File: src/rtl/flag_ctrl.sv
// Condition-code controller: CCR commit through per-op masks, jump resolution,
// interrupt flag save/restore stack. Optional FLAG_CLEAR_ON_JUMP_EN: taken jumps clear the tested flag.
module flag_ctrl #(
   parameter int DEPTH = 4
) (
   input  logic       clk,
   input  logic       rst_n,
   input  logic       ex_valid,
   input  logic [4:0] ex_op,
   input  logic [3:0] ex_flags,
   input  logic       int_req,
   output logic [3:0] ccr,
   output logic       br_valid,
   output logic       br_taken,
   output logic       stall,
   output logic       int_ack,
   output logic [3:0] int_depth,
   output logic       stack_err
);

   // state | meaning
   // IDLE  | ops accepted, interrupt requests sampled
   // SAVE  | stall, push ccr onto the save stack
   // ACK   | stall, acknowledge the interrupt
   typedef enum logic [1:0] {S_IDLE, S_SAVE, S_ACK} state_t;

   localparam logic [4:0] OP_SETC = 5'd1;
   localparam logic [4:0] OP_CLRC = 5'd2;
   localparam logic [4:0] OP_NOT  = 5'd3;
   localparam logic [4:0] OP_INC  = 5'd4;
   localparam logic [4:0] OP_DEC  = 5'd5;
   localparam logic [4:0] OP_ADD  = 5'd9;
   localparam logic [4:0] OP_SUB  = 5'd10;
   localparam logic [4:0] OP_AND  = 5'd11;
   localparam logic [4:0] OP_OR   = 5'd12;
   localparam logic [4:0] OP_SHL  = 5'd13;
   localparam logic [4:0] OP_SHR  = 5'd14;
   localparam logic [4:0] OP_JZ   = 5'd20;
   localparam logic [4:0] OP_JN   = 5'd21;
   localparam logic [4:0] OP_JC   = 5'd22;
   localparam logic [4:0] OP_RETI = 5'd26;

   state_t     state;
   logic [3:0] stack [DEPTH];
   logic [3:0] upd_mask;
   logic [3:0] ccr_nxt;
   logic [3:0] pop_val;
   logic       is_jump;
   logic       jump_cond;

   always_comb begin
      upd_mask  = 4'b0000;
      ccr_nxt   = ccr;
      is_jump   = 1'b0;
      jump_cond = 1'b0;
      pop_val   = 4'b0000;
      for (int i = 0; i < DEPTH; i++) begin
         if (int_depth == 4'(i + 1)) pop_val = stack[i];
      end
      case (ex_op)
         OP_NOT, OP_INC, OP_DEC, OP_AND, OP_OR: upd_mask = 4'b0110;
         OP_ADD:                                upd_mask = 4'b1111;
         OP_SUB:                                upd_mask = 4'b1110;
         OP_SHL, OP_SHR:                        upd_mask = 4'b0001;
         default:                               upd_mask = 4'b0000;
      endcase
      ccr_nxt = (ccr & ~upd_mask) | (ex_flags & upd_mask);
      case (ex_op)
         OP_SETC: ccr_nxt[0] = 1'b1;
         OP_CLRC: ccr_nxt[0] = 1'b0;
         OP_JZ: begin
            is_jump   = 1'b1;
            jump_cond = ccr[1];
`ifdef FLAG_CLEAR_ON_JUMP_EN
            if (ccr[1]) ccr_nxt[1] = 1'b0;
`endif
         end
         OP_JN: begin
            is_jump   = 1'b1;
            jump_cond = ccr[2];
`ifdef FLAG_CLEAR_ON_JUMP_EN
            if (ccr[2]) ccr_nxt[2] = 1'b0;
`endif
         end
         OP_JC: begin
            is_jump   = 1'b1;
            jump_cond = ccr[0];
`ifdef FLAG_CLEAR_ON_JUMP_EN
            if (ccr[0]) ccr_nxt[0] = 1'b0;
`endif
         end
         OP_RETI: begin
            if (int_depth != 4'd0) ccr_nxt = pop_val;
         end
         default: ;
      endcase
   end

   always_ff @(posedge clk or negedge rst_n) begin
      if (!rst_n) begin
         state     <= S_IDLE;
         ccr       <= 4'b0000;
         br_valid  <= 1'b0;
         br_taken  <= 1'b0;
         stall     <= 1'b0;
         int_ack   <= 1'b0;
         int_depth <= 4'd0;
         stack_err <= 1'b0;
         for (int i = 0; i < DEPTH; i++) stack[i] <= 4'b0000;
      end else begin
         br_valid  <= 1'b0;
         br_taken  <= 1'b0;
         stack_err <= 1'b0;
         case (state)
            S_IDLE: begin
               if (ex_valid) begin
                  ccr      <= ccr_nxt;
                  br_valid <= is_jump;
                  br_taken <= is_jump & jump_cond;
                  if (ex_op == OP_RETI) begin
                     if (int_depth == 4'd0) stack_err <= 1'b1;
                     else                   int_depth <= int_depth - 4'd1;
                  end
               end
               // a full stack leaves the request pending until a RETI frees a slot
               if (int_req && (int_depth < 4'(DEPTH))) begin
                  state <= S_SAVE;
                  stall <= 1'b1;
               end
            end
            S_SAVE: begin
               for (int i = 0; i < DEPTH; i++) begin
                  if (int_depth == 4'(i)) stack[i] <= ccr;
               end
               int_depth <= int_depth + 4'd1;
               int_ack   <= 1'b1;
               state     <= S_ACK;
            end
            S_ACK: begin
               int_ack <= 1'b0;
               stall   <= 1'b0;
               state   <= S_IDLE;
            end
            default: begin
               int_ack <= 1'b0;
               stall   <= 1'b0;
               state   <= S_IDLE;
            end
         endcase
      end
   end

endmodule
File: config.mk
export PLATFORM = sky130hd
export DESIGN_NAME = flag_ctrl
export DESIGN_NICKNAME = d
export VERILOG_FILES = /design/src/rtl/flag_ctrl.sv
export SDC_FILE = /design/constraint.sdc
export NUM_CORES = 1
export LEC_CHECK = 0
export CAP_MARGIN = 10
export CORE_MARGIN = 2
export CORE_UTILIZATION = 45
export CTS_CLUSTER_DIAMETER = 60
export DETAILED_ROUTE_END_ITERATION = 6
export PLACE_DENSITY_LB_ADDON = 0.1
export SETUP_SLACK_MARGIN = 0.02
export SYNTH_ARGS = -nofsm -noshare
export SYNTH_HDL_FRONTEND = slang
export SYNTH_SLANG_ARGS = --single-unit
File: constraint.sdc
create_clock -name clk -period 2.2 [get_ports clk]
set_input_delay 0.33 -clock clk [delete_from_list [all_inputs] [get_ports clk]]
set_output_delay 0.33 -clock clk [all_outputs]
set_load 0.05 [all_outputs]
==> results.txt <==
Placer Congestion -> 0.852
CTS tree -> done
Die area -> 0.00427 mm^2
Static Leak -> 0.000913 uW
DR iter-0 viols -> 74
Reg-to-reg setup timing slack -> 190 ps
CP max FO -> 11
Delay-heaviest family, CP -> buffers and inverters
Max_cap viols -> 0
Worst skew pair latency -> 290 ps
Relative slew slack -> 0.635
Measured slew at the worst slew-check pin -> 545 ps
Clock buffer depth -> 2
Wl on met1 -> 1.59 mm
Hold Vio Cnt, Final -> 0
Worst hold path type -> in -> async
Post-synth EDFFs -> 0
Pre-CTS WS -> -74.5 ps
GRT Resource Usage Total -> 0.193
Routed WL -> 3.59 mm
Area delta synth->final -> 22.7%
Largest net degree at the start of global routing -> 32
Syn Area/Cell -> 10.6 um^2
Root Buffer -> clkbuf_8
Yosys warns -> 0
Top cells by area, synth -> dfrtp_1, ha_1, mux2_2
Status -> complete, no violations
First-pass GRT wire length -> 6.32 mm
Metal3 WL -> 182 um
Most used flip-flop cell after synthesis -> dfrtp_1
CP arrival -> 1730 ps
Routed length per instance -> 14.9 um
FILL cells -> 360
Crit end category -> primary output
Layout cells sized above 1 -> 0.150
Final Instance Area -> 0.00208 mm^2
Layout Skew -> 10.2 ps
Crit-path cells -> clkdlybuf4s50_1
Num CTS Buffers -> 5
Port Buffers -> 25
DRC viols -> 0
Fin crit period -> 2060 ps
Die width -> 65.4 um
Synth top area share -> 0.458
Final nets -> 215
#FFs+latches synth -> 31
Final setup fails -> 0
Final slew viol count -> 0
Top Metal Used -> met4
Post-CTS sizing -> 0
Row Count -> 22
RSZ-0062 raised after global routing -> false
Vias -> 1,312
Die Span Y -> 65.4 um
H-tree depth -> 2
Worst setup margin -> 137 ps
Synth Cell Area -> 0.00170 mm^2
Initial core utilization -> 0.467
Post-CTS Setup Inserts -> 0
Clk sinks -> 31
Core area -> 0.00363 mm^2
DP HPWL -> 2.70 mm
Worst Path Buf+Inv -> 1
Gr ovfl total -> 0
N_diodes -> 0
Period utilization -> 0.938
Cells after Synth -> 160
Power Dens Cells -> 1050 mW/mm^2
Syn nets -> 183
I/O pins -> 26
Reg2Reg Depth -> 7
Startpoint Class -> flip-flop
Post-synth top area cell -> dfrtp_1
Slowest cell on crit path -> clkdlybuf4s50_1
CTS Hold Bufs -> 0
Capture point of the worst reg-to-reg path -> ccr[0]
CP peak stage delay -> 880 ps
Crit Path Class -> reg -> out
Post-synthesis sequential area ratio -> 0.458
Dpl cell area -> 0.00200 mm^2
WL met2 -> 1.81 mm
CP required -> 1870 ps
Reg clk slew, reported paths -> 70 ps
Router iterations before antenna repair -> 4
Yosys cell types -> 48
Number of nets with antenna violations after routing -> 0
Max VDD drop -> 0.569 mV
R2r startpoint -> int_depth[1]
Max Freq -> 485 MHz
Setup TNS -> 0 ps
Ys async rst share -> 1.00
Vias in the first global route -> 1,375
Initial antenna violation count -> 0
Post-DR vias/cell -> 5.44
[metal layers]
metal	global-route usage	vias up
met5	0	-
met4	0.0521	0
met3	0.0514	2
met2	0.321	33
met1	0.247	639
li1	-	638
[Yosys cell counts, types with 2 or more instances]
| cell type | n |
|---|---|
| a211oi_1 | 2 |
| a21o_1 | 2 |
| a21oi_1 | 5 |
| a221oi_1 | 2 |
| a22oi_1 | 2 |
| a31oi_1 | 2 |
| and3b_1 | 2 |
| buf_6 | 2 |
| dfrtp_1 | 31 |
| ha_1 | 10 |
| inv_1 | 8 |
| mux2_2 | 9 |
| nand2_1 | 17 |
| nand2b_1 | 4 |
| nand3_1 | 4 |
| nand4b_1 | 2 |
| nor2_1 | 5 |
| nor2b_1 | 5 |
| nor3_1 | 4 |
| nor3b_1 | 2 |
| nor4_1 | 2 |
| o21ai_0 | 11 |
| xnor2_1 | 2 |
[layout by cell type, fill, tap and decap left out, drive strengths merged, types with 4 or more instances in the layout]
master / n
a21oi: 5
buf: 4
clkbuf: 6
clkdlybuf4s50: 25
dfrtp: 31
ha: 10
inv: 8
mux2: 9
nand2: 17
nand2b: 4
nand3: 4
nor2: 6
nor2b: 5
nor3: 4
o21ai: 12
[state kept, by name, summed over array words and instances, names as in the netlist]
| signal | count |
|---|---|
| br_taken | 1 |
| br_valid | 1 |
| int_ack | 1 |
| stall | 1 |
| int_depth | 4 |
| ccr | 4 |
| stack | 16 |
| state | 2 |
| stack_err | 1 |
[report_power, final]
part / total [uW] / switching, uW / internal (uW) / leakage (uW)
Sequential: 824 / 139 / 686 / 0.000408
Combinational: 925 / 584 / 341 / 0.000464
Clock: 432 / 212 / 221 / 0.0000412
[stage by stage]
stage	instances	hold WS, ps	util	power, uW
floorplan	160	34.4	-	1450
global placement	233	454	0.549	1740
detailed placement	233	466	0.549	1760
CTS	241	458	0.573	2200
global route	241	490	0.573	2320
finish	241	439	0.573	2180
[worst reg2reg max path, cell delays in order (launching register included)]
cell,delay [ps]
dfrtp_1,440
inv_1,150
ha_1,230
nor3b_2,440
nand2_1,120
mux2_2,280
a31oi_1,180
a211o_1,120
[worst max-delay path by stage]
stage              endpoint          from  slack [ps]  cells past startpoint
6_report       int_depth[2]  int_depth[2]         140                      1
5_1_grt              ccr[0]  int_depth[1]          60                      7
4_1_cts        int_depth[2]  int_depth[2]         130                      1
3_5_place_dp         ccr[0]      ex_op[1]         -70                      8
3_3_place_gp         ccr[0]      ex_op[1]          60                      8
2_1_floorplan  int_depth[1]  int_depth[1]          40                      6
[cell families (layout without fill, tap and decap cells)]
group	count (synthesis)	in the layout	synth area share
xor+xnor	3	3	0.0155
mux	11	11	0.0790
flops	31	31	0.458
compound gates	33	33	0.126
simple gates	60	60	0.206
fa+ha+maj	10	10	0.0738
buf+inv	12	45	0.0421
[area by class of cell]
| type | count | area, um^2 | area share |
|---|---|---|---|
| Sequential cell | 31 | 777 | 0.373 |
| Inverter | 8 | 30.0 | 0.0144 |
| Clock inverter | 2 | 12.5 | 0.00601 |
| Multi-Input combinational cell | 117 | 848 | 0.408 |
| Timing Repair Buffer | 29 | 280 | 0.135 |
| Clock buffer | 6 | 72.6 | 0.0349 |
| Tap cell | 48 | 60.1 | 0.0289 |
No activity file was read; power rests on OpenSTA's default activity.
